**src/rtl/cpu_trace_buffer.sv**
```systemverilog
// Commit-trace capture unit: records one entry per retired instruction, with a PC-match
// trigger, post-trigger depth, stop-when-full or ring mode, and a valid/ready drain port.
module cpu_trace_buffer #(
    parameter int PC_W      = 16,
    parameter int DATA_W    = 16,
    parameter int RADDR_W   = 3,
    parameter int DEPTH     = 32,
    parameter int CNT_W     = 16,
    parameter int POST_TRIG = 8
) (
    input  logic                                  clk,
    input  logic                                  rst,
    input  logic                                  en,
    input  logic                                  clr,
    input  logic                                  cfg_wrap,
    input  logic                                  trig_en,
    input  logic [PC_W-1:0]                       trig_pc,
    input  logic                                  commit_valid,
    input  logic [PC_W-1:0]                       commit_pc,
    input  logic                                  rf_we,
    input  logic [RADDR_W-1:0]                    rf_waddr,
    input  logic [DATA_W-1:0]                     rf_wdata,
    input  logic                                  dm_we,
    input  logic [DATA_W-1:0]                     dm_waddr,
    input  logic [DATA_W-1:0]                     dm_wdata,
    output logic                                  rd_valid,
    input  logic                                  rd_ready,
    output logic [CNT_W+PC_W+2+2*DATA_W-1:0]      rd_data,
    output logic [$clog2(DEPTH):0]                count,
    output logic [1:0]                            state,
    output logic                                  overflow,
    output logic                                  conflict
);

    localparam int REC_W = CNT_W + PC_W + 2 + 2 * DATA_W;
    localparam int AW    = $clog2(DEPTH);
    localparam int CW    = AW + 1;
    localparam int REM_W = (POST_TRIG > 0) ? $clog2(POST_TRIG + 1) : 1;

    typedef enum logic [1:0] {
        S_IDLE  = 2'b00,
        S_ARMED = 2'b01,
        S_POST  = 2'b10,
        S_DONE  = 2'b11
    } state_t;

    state_t              state_q, state_d;
    logic [AW-1:0]       wr_ptr, rd_ptr;
    logic [CW-1:0]       cnt;
    logic [CNT_W-1:0]    stamp;
    logic                wrap_q;
    logic [REM_W-1:0]    remaining;
    logic                ovf_q, conf_q;
    logic [REC_W-1:0]    mem [DEPTH];

    logic                capturing;
    logic                full;
    logic                last_slot;
    logic                wr_en;
    logic                trig_hit;
    logic                pop;
    logic [1:0]          rec_kind;
    logic [DATA_W-1:0]   rec_addr, rec_data;
    logic [REC_W-1:0]    rec;

    assign capturing = (state_q == S_ARMED) || (state_q == S_POST);
    assign full      = (cnt == CW'(DEPTH));
    assign last_slot = !wrap_q && (cnt == CW'(DEPTH - 1));
    assign wr_en     = capturing && commit_valid && (wrap_q || !full);
    assign trig_hit  = (state_q == S_ARMED) && trig_en && commit_valid && (commit_pc == trig_pc);

    // Read port: a record transfers on every clock where rd_valid and rd_ready are both high;
    // while rd_valid is high and rd_ready low, rd_data holds the same oldest record.
    assign pop = (state_q == S_DONE) && rd_valid && rd_ready && !clr;

    // An RF write wins over a simultaneous DM write; the collision is flagged separately.
    always_comb begin
        rec_kind = 2'b00;
        rec_addr = '0;
        rec_data = '0;
        if (rf_we) begin
            rec_kind = 2'b01;
            rec_addr = DATA_W'(rf_waddr);
            rec_data = rf_wdata;
        end else if (dm_we) begin
            rec_kind = 2'b10;
            rec_addr = dm_waddr;
            rec_data = dm_wdata;
        end
        rec = {stamp, commit_pc, rec_kind, rec_addr, rec_data};
    end

    always_ff @(posedge clk) begin
        if (rst) begin
            state_q <= S_IDLE;
        end else begin
            state_q <= state_d;
        end
    end

    always_comb begin
        state_d = state_q;
        case (state_q)
            S_IDLE: begin
                if (en) begin
                    state_d = S_ARMED;
                end
            end
            S_ARMED: begin
                if (!en || (wr_en && last_slot)) begin
                    state_d = S_DONE;
                end else if (trig_hit) begin
                    state_d = (POST_TRIG == 0) ? S_DONE : S_POST;
                end
            end
            S_POST: begin
                if (!en || (wr_en && (last_slot || remaining == REM_W'(1)))) begin
                    state_d = S_DONE;
                end
            end
            S_DONE: begin
                if (clr) begin
                    state_d = S_IDLE;
                end
            end
            default: state_d = S_IDLE;
        endcase
    end

    always_ff @(posedge clk) begin
        if (rst) begin
            wr_ptr    <= '0;
            rd_ptr    <= '0;
            cnt       <= '0;
            stamp     <= '0;
            wrap_q    <= 1'b0;
            remaining <= '0;
            ovf_q     <= 1'b0;
            conf_q    <= 1'b0;
        end else begin
            case (state_q)
                S_IDLE: begin
                    if (en) begin
                        wr_ptr <= '0;
                        rd_ptr <= '0;
                        cnt    <= '0;
                        stamp  <= '0;
                        ovf_q  <= 1'b0;
                        conf_q <= 1'b0;
                        wrap_q <= cfg_wrap;
                    end
                end
                S_ARMED, S_POST: begin
                    if (stamp != '1) begin
                        stamp <= stamp + 1'b1;
                    end
                    if (wr_en) begin
                        wr_ptr <= wr_ptr + 1'b1;
                        // Ring mode at capacity: the oldest entry is overwritten.
                        if (full) begin
                            rd_ptr <= rd_ptr + 1'b1;
                            ovf_q  <= 1'b1;
                        end else begin
                            cnt <= cnt + 1'b1;
                        end
                        if (rf_we && dm_we) begin
                            conf_q <= 1'b1;
                        end
                    end
                    if (trig_hit) begin
                        remaining <= REM_W'(POST_TRIG);
                    end else if ((state_q == S_POST) && wr_en) begin
                        remaining <= remaining - 1'b1;
                    end
                end
                S_DONE: begin
                    if (clr) begin
                        wr_ptr <= '0;
                        rd_ptr <= '0;
                        cnt    <= '0;
                    end else if (pop) begin
                        rd_ptr <= rd_ptr + 1'b1;
                        cnt    <= cnt - 1'b1;
                    end
                end
                default: ;
            endcase
        end
    end

    always_ff @(posedge clk) begin
        if (!rst && wr_en) begin
            mem[wr_ptr] <= rec;
        end
    end

    assign state    = state_q;
    assign count    = cnt;
    assign rd_valid = (state_q == S_DONE) && (cnt != '0);
    assign rd_data  = rd_valid ? mem[rd_ptr] : '0;
    assign overflow = ovf_q;
    assign conflict = conf_q;

endmodule
```
**config.mk**
```make
export PLATFORM = sky130hd
export DESIGN_NAME = cpu_trace_buffer
export DESIGN_NICKNAME = d
export VERILOG_FILES = /design/src/rtl/cpu_trace_buffer.sv
export SDC_FILE = /design/constraint.sdc
export NUM_CORES = 2
export LEC_CHECK = 0
export BUFFER_PORTS_ARGS = -buffer_cell sky130_fd_sc_hd__buf_2
export CAP_MARGIN = 10
export CELL_PAD_IN_SITES_DETAIL_PLACEMENT = 1
export CELL_PAD_IN_SITES_GLOBAL_PLACEMENT = 1
export CORE_MARGIN = 2
export CORE_UTILIZATION = 35
export CTS_BUF_LIST = sky130_fd_sc_hd__clkbuf_16
export DETAILED_ROUTE_END_ITERATION = 8
export GPL_ROUTABILITY_DRIVEN = 0
export PLACE_DENSITY = 0.64
export SLEW_MARGIN = 20
export SYNTH_ARGS = -nofsm -noshare
export SYNTH_HDL_FRONTEND = slang
export SYNTH_SLANG_ARGS = --single-unit
```
**constraint.sdc**
```tcl
create_clock -name clk -period 4.74 [get_ports clk]
set_clock_uncertainty 0.2 [all_clocks]
set_input_delay 0.237 -clock clk [delete_from_list [all_inputs] [get_ports clk]]
set_output_delay 0.237 -clock clk [all_outputs]
set_load 0.02 [all_outputs]
```
==> results.md <==
* Status: finished, final reports clean
* Clock Tree Root: clkbuf_16
* Clk Latency, worst-skew pair at 0.86 ns
* ANT nets after route at 0
* Max Cap Viol at 0
* Arrival @ worst endpoint at 3.89 ns
* Post-Synthesis Cells at 3566
* Seq/Total Area, Yosys at 77.09%
* Post-route DRC at 0
* CTS resizes at 0
* # clock sinks at 2158
* Period utilization at 91.24%
* First-pass GRT wire length at 312900 µm
* Startpoint types: flop
* Final wirelength at 218200 µm
* Setup Viol. Count Final at 0
* GRT Resource Usage Total at 17.88%
* Number of synthesized flops with an enable pin at 2112
* Share of cells above drive strength 1 at 32.34%
* Initial Util at 35.16%
* Leakage power at 0.02872 µW
* Clock period minus worst slack at 4.325 ns
* CTS Buf Count at 215
* GR Overflow Total at 0
* Largest net degree at the start of global routing at 99
* Die width at 492.3 µm
* Hold Crit Start: dm_wdata[14]
* CP endpoint kind: output port
* Placed inst area at 0.08942 mm²
* Die Y-Extent at 492.3 µm
* Hold Vio Cnt, Final at 0
* Syn Std Cell Area at 0.08346 mm²
* Via count at 39377
* Syn. warnings at 0
* Register bit count reported by yosys at 2158
* Clk buf depth at 3
* Placed wire-length estimate at 119200 µm
* Initial DRC count at 3964
* PD cells at 424.0 mW/mm²
* Reg-to-Reg Start: count[0]
* Setup CP Type: reg2out
* Setup Fix Bufs, Post-CTS at 0
* Syn_nets at 3675
* Slowest CP cell: dfxtp_4
* Final Max Slew Viols at 0
* Critical Path RT at 4.30 ns
* CP cell instances: buf_4, mux4_2, mux2i_1, nor2_1, buf_2
* Htree depth at 4
* Peak VDD IR at 372.1 µV
* CTS tree: done
* Hold Crit Class: in2reg
* FFs w/ async S/R, synth at 0%
* Mapped Avg Cell Area at 23.40 µm²
* Fmax at 231.2 MHz
* Prevailing post-synth register cell: edfxtp_1
* Worst slew margin at 26.37%
* Clock Pin Slew Worst Setup and Hold Paths at 0.06 ns
* Distinct cells, synth at 60
* Total die area at 0.2424 mm²
* Vias in the first global route at 41966
* Final instance area at 0.09682 mm²
* Nets at 4080
* Fillers at 22224
* PortBufs at 169
* Row count at 179
* Max incr delay on CP at 0.88 ns
* Core Footprint at 0.2374 mm²
* Antenna violations before repair at 7
* RSZ-0062 raised after global routing: false
* Initial DRT Pass Iterations at 7
* Critical-path maximum fanout at 48
* Overall Power at 41050 µW
* Vias per cell at 5.387
* Worst-Margin Slew at 1.104 ns
* Boundary Pins at 170
* DR WL/cell at 29.85 µm
* Area growth syn-to-layout at 16.00%
* Post-Place Setup Slack at 1.002 ns
* Setup ws final at 0.4154 ns
## per-layer routing
metal / vias to the layer above / part of all wire [%] / GRT usage, %
met1: 21819 / 43 / 24.98
met2: 1258 / 50 / 29.81
li1: 16032 / - / -
met5: - / 0 / 0
met4: 0 / 2.0 / 4.084
met3: 268 / 5.5 / 2.506
## worst max-delay path: cells and delay by family (launching register included)
family	cells	cell delay [ns]
flip-flops	1	0.88
multiplexers	2	1.21
buffers and inverters	2	0.78
AND/OR/NAND/NOR	1	0.08
## Yosys cell counts (8+ instances only)
master | number | area (µm²)
clkbuf_1 | 47 | 176.4
mux2i_1 | 96 | 960.9
edfxtp_1 | 2112 | 63420
nor3_1 | 32 | 160.2
or3_1 | 9 | 56.30
mux4_2 | 606 | 13650
buf_6 | 18 | 202.7
a22o_1 | 46 | 402.9
nor2b_1 | 8 | 50.05
xor2_1 | 16 | 140.1
xnor2_1 | 27 | 236.5
inv_1 | 15 | 56.30
nand3_1 | 19 | 95.09
o22ai_1 | 27 | 168.9
ha_1 | 16 | 200.2
buf_1 | 14 | 52.55
and2_1 | 15 | 93.84
nor2_1 | 102 | 382.9
buf_4 | 31 | 232.7
buf_2 | 77 | 385.4
dfxtp_1 | 46 | 920.9
nand2_1 | 35 | 131.4
a21oi_1 | 23 | 115.1
mux2_2 | 54 | 608.1
nand4_1 | 10 | 62.56
## stage by stage
| step | hold slack, ns | std cells | TNS (ns) | util (%) |
|---|---|---|---|---|
| 2_1_floorplan | 0.1098 | 3566 | -889.88 | - |
| 3_3_place_gp | 0.2574 | 6861 | 0 | 37.66 |
| 3_5_place_dp | 0.2699 | 6861 | 0 | 37.67 |
| 4_1_cts | 0.03095 | 7288 | 0 | 40.68 |
| 5_1_grt | 0.001616 | 7308 | 0 | 40.78 |
| 6_report | 0.006676 | 7310 | 0 | 40.78 |
## logic make-up (layout without fill, tap and decap cells)
| group | count (synthesis) | after routing | synth area share (%) |
|---|---|---|---|
| buf+inv | 206 | 780 | 1.376 |
| xor+xnor | 43 | 43 | 0.4512 |
| other cells | 0 | 3 | 0 |
| compound gates | 129 | 129 | 1.108 |
| fa+ha+maj | 16 | 16 | 0.2399 |
| mux | 756 | 756 | 18.23 |
| flops | 2158 | 2158 | 77.09 |
| simple gates | 258 | 258 | 1.499 |
## final timing paths
path | cells past startpoint | slack, ns | endpoint
max | 5 | 0.42 | rd_data[50]
min | 2 | 0.007 | mem[24][14]
max reg2reg | 8 | 1.00 | mem[11][24]
min reg2reg | 2 | 0.29 | overflow
## cell usage in the layout, fill, tap and decap left out, types with 10 or more instances in the layout
master	instances
nand4_1	10
clkinv_1	49
xnor2_1	25
nand2_1	34
edfxtp_1	2112
nand3_1	19
bufinv_16	16
dlygate4sd3_1	59
a22o_2	11
mux4_2	606
buf_2	169
a21oi_1	23
mux2_2	54
nor3_1	32
a22o_1	35
o22ai_1	27
buf_12	65
inv_1	71
mux2i_1	96
buf_4	85
dfxtp_1	38
clkinv_2	24
clkbuf_16	218
ha_1	16
xor2_1	16
nor2_4	33
nor2_1	69
## cell type report
class	count	area, µm²	area share [%]
multi-input cells	1202	18290	18.89
diodes	3	7.507	0.007754
repair buffers	379	3391	3.502
inverters	15	56.30	0.05816
clock buffers	218	5455	5.635
flip-flops and latches	2158	64360	66.48
clock inverters	168	1291	1.334
well taps	3167	3963	4.093
## state kept, by name, summed over array words and instances (netlist names), 2 cells and up, named ones only
| name | count |
|---|---|
| state | 2 |
| rd_ptr | 5 |
| stamp | 16 |
| count | 6 |
| mem | 2112 |
| wr_ptr | 5 |
| remaining | 4 |
## power breakdown
part	leakage [µW]	switching, µW	internal [µW]
clock network	0.00350	7210	9180
registers	0.0190	135	21100
logic	0.00618	1870	1550
## timing repair
action                     4_1_cts  5_1_grt
setup endpoints to repair        0        0
hold buffers                    41       18
hold endpoints to repair       763      431
Note: power is estimated with default switching activity, not from simulation.
